File: src/rtl/uart_pkg.sv
// Shared definitions for the configurable UART transmitter: FSM states and parity codes.
package uart_pkg;

  typedef enum logic [2:0] {
    ST_IDLE   = 3'd0,
    ST_START  = 3'd1,
    ST_DATA   = 3'd2,
    ST_PARITY = 3'd3,
    ST_STOP1  = 3'd4,
    ST_STOP2  = 3'd5
  } state_t;

  localparam logic [1:0] PAR_NONE = 2'b00;
  localparam logic [1:0] PAR_EVEN = 2'b01;
  localparam logic [1:0] PAR_ODD  = 2'b10;

endpackage

File: src/rtl/uart_fifo.sv
// Synchronous FIFO queueing host bytes ahead of the transmitter. Push is ignored
// when full and pop is ignored when empty; the head word is read combinationally.
module uart_fifo #(
  parameter int DATA_W     = 8,
  parameter int FIFO_DEPTH = 4
) (
  input  logic                          i_clk,
  input  logic                          i_reset,
  input  logic                          push,
  input  logic [DATA_W-1:0]             wr_data,
  input  logic                          pop,
  output logic [DATA_W-1:0]             rd_data,
  output logic                          full,
  output logic                          empty,
  output logic [$clog2(FIFO_DEPTH):0]   level
);

  localparam int AW = $clog2(FIFO_DEPTH);
  localparam int LW = AW + 1;

  logic [DATA_W-1:0] mem [FIFO_DEPTH];
  logic [AW-1:0]     wr_ptr;
  logic [AW-1:0]     rd_ptr;
  logic [LW-1:0]     cnt;
  logic              do_push;
  logic              do_pop;

  assign full    = (cnt == LW'(FIFO_DEPTH));
  assign empty   = (cnt == '0);
  assign do_push = push & ~full;
  assign do_pop  = pop & ~empty;
  assign rd_data = mem[rd_ptr];
  assign level   = cnt;

  // Pointer and occupancy bookkeeping; pointers wrap naturally (power-of-two depth).
  always_ff @(posedge i_clk or posedge i_reset) begin
    if (i_reset) begin
      wr_ptr <= '0;
      rd_ptr <= '0;
      cnt    <= '0;
    end else begin
      if (do_push) wr_ptr <= wr_ptr + 1'b1;
      if (do_pop)  rd_ptr <= rd_ptr + 1'b1;
      case ({do_push, do_pop})
        2'b10:   cnt <= cnt + 1'b1;
        2'b01:   cnt <= cnt - 1'b1;
        default: cnt <= cnt;
      endcase
    end
  end

  // Storage array; contents need no reset since occupancy gates every read.
  always_ff @(posedge i_clk) begin
    if (do_push) mem[wr_ptr] <= wr_data;
  end

endmodule

File: src/rtl/uart_tx_cfg.sv
// Configurable UART transmitter: run-time baud divisor, 5..DATA_W data bits,
// none/even/odd parity, 1 or 2 stop bits, fed from a small input FIFO.
module uart_tx_cfg
  import uart_pkg::*;
#(
  parameter int DATA_W     = 8,
  parameter int FIFO_DEPTH = 4,
  parameter int DIV_W      = 16
) (
  input  logic                        i_clk,
  input  logic                        i_reset,
  input  logic [DATA_W-1:0]           i_dat,
  input  logic                        i_valid,
  output logic                        o_ready,
  input  logic [DIV_W-1:0]            i_div,
  input  logic [3:0]                  i_nbits,
  input  logic [1:0]                  i_parity,
  input  logic                        i_stop2,
  output logic [$clog2(FIFO_DEPTH):0] o_level,
  output logic                        o_busy,
  output logic                        o_tx
);

  localparam int BW = $clog2(DATA_W);

  state_t            state_q, state_d;
  logic [DIV_W-1:0]  cnt_q;
  logic [DIV_W-1:0]  div_q;
  logic [BW-1:0]     bit_q;
  logic [BW-1:0]     last_q;
  logic [DATA_W-1:0] shift_q;
  logic              par_en_q;
  logic              par_bit_q;
  logic              stop2_q;
  logic              tx_q, tx_d;
  logic              pop;
  logic              tick;
  logic              shift_en;
  logic [DATA_W-1:0] head;
  logic              full;
  logic              empty;

  // Index of the last data bit after clamping the requested width to 5..DATA_W.
  function automatic logic [BW-1:0] clamp_last(input logic [3:0] n);
    int v;
    v = int'(n);
    if (v < 5)      v = 5;
    if (v > DATA_W) v = DATA_W;
    return BW'(v - 1);
  endfunction

  // Parity over the active data bits only; bits above the frame width are ignored.
  function automatic logic frame_parity(input logic [DATA_W-1:0] d,
                                        input logic [BW-1:0]     last,
                                        input logic [1:0]        par);
    logic p;
    p = (par == PAR_ODD);
    for (int i = 0; i < DATA_W; i++) begin
      if (i <= int'(last)) p = p ^ d[i];
    end
    return p;
  endfunction

  uart_fifo #(
    .DATA_W     (DATA_W),
    .FIFO_DEPTH (FIFO_DEPTH)
  ) u_fifo (
    .i_clk   (i_clk),
    .i_reset (i_reset),
    .push    (i_valid),
    .wr_data (i_dat),
    .pop     (pop),
    .rd_data (head),
    .full    (full),
    .empty   (empty),
    .level   (o_level)
  );

  assign o_ready = ~full;
  assign o_busy  = (state_q != ST_IDLE) | (o_level != '0);
  assign o_tx    = tx_q;
  assign tick    = (state_q != ST_IDLE) && (cnt_q == div_q);

  // Control state: FSM, baud counter, bit counter and the registered line driver.
  always_ff @(posedge i_clk or posedge i_reset) begin
    if (i_reset) begin
      state_q <= ST_IDLE;
      cnt_q   <= '0;
      bit_q   <= '0;
      tx_q    <= 1'b1;
    end else begin
      state_q <= state_d;
      tx_q    <= tx_d;
      if (state_q == ST_IDLE || pop || tick) cnt_q <= '0;
      else                                   cnt_q <= cnt_q + 1'b1;
      if (pop)           bit_q <= '0;
      else if (shift_en) bit_q <= bit_q + 1'b1;
    end
  end

  // Frame registers: captured at pop so config changes mid-frame are invisible.
  always_ff @(posedge i_clk) begin
    if (pop) begin
      shift_q   <= head;
      div_q     <= i_div;
      last_q    <= clamp_last(i_nbits);
      par_en_q  <= (i_parity == PAR_EVEN) || (i_parity == PAR_ODD);
      par_bit_q <= frame_parity(head, clamp_last(i_nbits), i_parity);
      stop2_q   <= i_stop2;
    end else if (shift_en) begin
      shift_q   <= shift_q >> 1;
    end
  end

  // Next-state and next line level; every frame boundary either pops or idles.
  always_comb begin
    state_d  = state_q;
    tx_d     = tx_q;
    pop      = 1'b0;
    shift_en = 1'b0;
    case (state_q)
      ST_IDLE: begin
        tx_d = 1'b1;
        if (!empty) begin
          pop     = 1'b1;
          state_d = ST_START;
          tx_d    = 1'b0;
        end
      end
      ST_START: begin
        if (tick) begin
          state_d = ST_DATA;
          tx_d    = shift_q[0];
        end
      end
      ST_DATA: begin
        if (tick) begin
          if (bit_q == last_q) begin
            state_d = par_en_q ? ST_PARITY : ST_STOP1;
            tx_d    = par_en_q ? par_bit_q : 1'b1;
          end else begin
            shift_en = 1'b1;
            tx_d     = shift_q[1];
          end
        end
      end
      ST_PARITY: begin
        if (tick) begin
          state_d = ST_STOP1;
          tx_d    = 1'b1;
        end
      end
      ST_STOP1, ST_STOP2: begin
        if (tick) begin
          if (state_q == ST_STOP1 && stop2_q) begin
            state_d = ST_STOP2;
            tx_d    = 1'b1;
          end else if (!empty) begin
            pop     = 1'b1;
            state_d = ST_START;
            tx_d    = 1'b0;
          end else begin
            state_d = ST_IDLE;
            tx_d    = 1'b1;
          end
        end
      end
      default: begin
        state_d = ST_IDLE;
        tx_d    = 1'b1;
      end
    endcase
  end

endmodule

File: config.mk
export PLATFORM = sky130hd
export DESIGN_NAME = uart_tx_cfg
export DESIGN_NICKNAME = d
export VERILOG_FILES = /design/src/rtl/uart_pkg.sv /design/src/rtl/uart_fifo.sv /design/src/rtl/uart_tx_cfg.sv
export SDC_FILE = /design/constraint.sdc
export NUM_CORES = 1
export LEC_CHECK = 0
export CORE_MARGIN = 2
export CORE_UTILIZATION = 50
export CTS_BUF_LIST = sky130_fd_sc_hd__clkbuf_16
export DETAILED_ROUTE_END_ITERATION = 7
export PLACE_DENSITY = 0.74
export SLEW_MARGIN = 10
export SYNTH_ARGS = -nofsm -noshare
export SYNTH_HDL_FRONTEND = slang
export SYNTH_SLANG_ARGS = --single-unit
File: constraint.sdc
create_clock -name i_clk -period 3 [get_ports i_clk]
set_input_delay 0.6 -clock i_clk [delete_from_list [all_inputs] [get_ports i_clk]]
set_output_delay 0.6 -clock i_clk [all_outputs]
set_load 0.03 [all_outputs]
==> results of run 1 <==
power by group through the flow:
stage | clock network [mW] | registers [mW] | logic, mW
after global routing | 1.26 | 2.10 | 1.66
after global placement | 0 | 2.08 | 1.47
final | 1.17 | 2.06 | 1.50
after floorplan | 0 | 2.03 | 1.14
after detailed placement | 0 | 2.10 | 1.49
after CTS | 1.20 | 2.07 | 1.50
per-stage QoR:
stage                     setup TNS, ps  power [mW]  std cells  instance area (sq um)  setup slack [ps]
after CTS                             0        4.77        481                   5170              89.9
after detailed placement           -270        3.59        465                   4850              -270
after global placement             -188        3.55        465                   4850              -188
final                                 0        4.74        481                   5190               149
after floorplan                       0        3.17        317                   4280               312
after global routing                  0        5.03        481                   5190              32.2
state kept, by name, indices dropped and copies added (netlist names), 3 cells and up:
signal,count
u_fifo.mem,32
div_q,16
bit_q,3
state_q,3
shift_q,8
cnt_q,16
last_q,3
u_fifo.level,3
cells by family (layout without fill, tap and decap cells):
group | count (synthesis) | count (layout)
DFF | 92 | 92
and+or+nand+nor | 89 | 89
xor gates and xnor gates | 44 | 44
AOI/OAI and AO/OA | 33 | 33
buffers and inverters | 28 | 87
muxes | 18 | 18
adders and majority gates | 13 | 13
worst max-delay path by stage:
stage                      endpoint  slack [ps]  depth (start not counted)
finish                    par_bit_q         150                         10
detailed placement        par_bit_q        -270                         11
CTS                       par_bit_q          90                         11
global route              par_bit_q          30                         10
floorplan           u_fifo.level[2]         310                         12
global placement          par_bit_q        -190                         11
layout make-up:
type                    instances  area (sq um)  share of cell area
clock buffers                   9           225              0.0434
flip-flops and latches         92          2610               0.504
well taps                     105           131              0.0253
clock inverters                 7          87.6              0.0169
multi-input cells             197          1570               0.303
inverters                      19          71.3              0.0138
repair buffers                 52           488              0.0941
repair_timing:
action | CTS | global route
hold buffers | 0 | 0
setup endpoints to repair | 0 | 1
gates resized for setup | 0 | 4
critical path, stage by stage:
cell             delay [ps]
clkdlybuf4s50_1         490
and3b_1                 190
or2_2                   300
ha_1                    190
ha_1                    280
or3b_1                  400
a22oi_2                 150
a31oi_1                  70
xnor2_1                 150
xnor2_1                 130
routing by layer:
layer,vias up,wire length (microns),track usage
met5,-,0,0
met4,0,48,0.0540
met3,4,272,0.0489
met2,47,3800,0.297
met1,1262,3350,0.235
li1,1256,-,-
cell usage in the layout (no fill, tap or decap), drive strengths merged, types with 2 or more instances in the layout:
| cell type | Yosys | final |
|---|---|---|
| and2 | 5 | 5 |
| dfrtp | 29 | 29 |
| xnor2 | 32 | 32 |
| mux2 | 8 | 8 |
| o21ai | 9 | 9 |
| nand4 | 5 | 5 |
| mux2i | 2 | 2 |
| nand2 | 10 | 10 |
| a31oi | 2 | 2 |
| clkbuf | 6 | 9 |
| and3 | 9 | 9 |
| edfxtp | 62 | 62 |
| ha | 12 | 12 |
| or3 | 5 | 5 |
| a21oi | 11 | 11 |
| a22oi | 2 | 2 |
| buf | 3 | 13 |
| mux4 | 8 | 8 |
| inv | 19 | 24 |
| nor3 | 4 | 4 |
| or2 | 4 | 4 |
| nor2b | 2 | 2 |
| nor2 | 23 | 23 |
| xor2 | 12 | 12 |
| o32ai | 2 | 2 |
| nand3 | 16 | 16 |
| clkdlybuf4s50 | 0 | 39 |
==> results.txt, run 1 <==
Outcome: finished clean
XOR/XNOR share of the synthesized area: 0.0900
CP max FO: 3
NumNets Final: 418
Register area share after synthesis: 0.610
Grt total ovfl: 0
RSZ-0062 raised after global routing: no
Detail Route Antenna Nets: 0
Area delta synth->final: 21.1%
Commonest cells in the synthesized netlist: edfxtp_1 (62), xnor2_1 (32), dfrtp_1 (29)
Origin of the worst setup path: i_nbits[0]
CP startpoint kind: input pin
Kind of critical path: in -> reg
Vias: 2,569
Skew final: 6.95 ps
Initial Utilization: 0.518
WHS: 551 ps
Largest net degree at the start of global routing: 31
Clock buffer depth: 2
R2R Path Start: cnt_q[13]
Data arrival time of the critical path: 2940 ps
Max Slew Vio Count: 0
Pwr dens: 914 nW/um^2
Min-Delay Path Class: reg -> reg
Cell internal pwr: 3.21 mW
Flop pwr share: 0.436
Most common cell in the netlist: edfxtp_1
Gate power share: 0.317
Syn Area/Cell: 13.5 sq um
First-pass iteration count of the detailed router: 4
Vias in the first global route: 2,649
Mux cell area share after synthesis: 0.0739
Fin crit period: 2850 ps
Routed vias/inst: 5.34
Placer Congestion: 0.846
Reg2Reg Setup Slack: 310 ps
Chip Width: 96.5 microns
Fin. Hold Viols: 0
Worst IR drop on VDD: 0.000443 V
Crit. End Element: flip-flop
Hold-critical path depth: 1
Adder-Cell Fraction of Synth Area: 0.0397
Most area-hungry cell type in the Yosys netlist: edfxtp_1
Sw Pwr: 1.53 mW
Leakage: 1.99 nW
Ys async rst share: 0.326
Worst Tran Pin Value: 504 ps
Layout Utilization: 0.628
Mapped Cells: 317
Post-CTS setup buffers: 0
Sink Count: 92
Compound-Gate Fraction of Synth Area: 0.0468
Library cells used by synthesis: 45
Hold_sp: shift_q[2]
Worst endpoint required time: 3080 ps
Port bufs: 39
Slew margin rel.: 0.664
Post-synth EDFFs: 62
Max Cap Viol: 0
Share of cells above drive strength 1: 0.130
# fillers: 626
WL per Instance: 15.5 microns
Hold EP: shift_q[1]
H-tree depth: 3
Global-route wire length before repair: 12,500 microns
Main area contributors after synthesis: edfxtp_1 (43%), dfrtp_1 (17%), xnor2_1 (6.5%)
Mapped Area: 4280 sq um
Worst skew pair latency: 340 ps
Initial DRC Count: 116
Largest family of logic cells by synthesized area: simple AND/OR/NAND/NOR gates
DRC violations left: 0
Finish-stage setup viols: 0
Syn Nets: 364
Antenna violations before repair: 0
Switching share of power: 0.323
CTS Root Cell: clkbuf_16
Fmax achieved: 351 MHz
Io pins: 40
Final wirelength: 7470 microns
Most used DFF post-synth: edfxtp_1
CORE AREA: 8260 sq um
Reg2Reg Depth: 11
Clk slew on worst S/H paths: 70 ps
Gr usage total: 0.180
Die Ht: 96.5 microns
TritonCTS clock tree: built
Post-synthesis simple-gate area fraction: 0.112
Post-synth top area share: 0.435
CTS Buf Count: 9
Final period utilization: 0.950
Register bit total from synthesis: 92
Clock power frac: 0.247
Dpl hpwl: 5390 microns
Synth Warn #: 0
N_diodes: 0
Die ar.: 9320 sq um
Row Count: 33
R2r endpoint: u_fifo.level[2]
Power figures use the tool's default switching activity.
==> run 2, diff against run 1 <==
--- a/config.mk
+++ b/config.mk
@@ -10,6 +10,7 @@
 export CTS_BUF_LIST = sky130_fd_sc_hd__clkbuf_16
 export DETAILED_ROUTE_END_ITERATION = 7
 export PLACE_DENSITY = 0.74
+export SKIP_CTS_REPAIR_TIMING = 1
 export SLEW_MARGIN = 10
 export SYNTH_ARGS = -nofsm -noshare
 export SYNTH_HDL_FRONTEND = slang
==> results of run 2 <==
No change in the layout: final DEF, timing and power equal those of run 1.
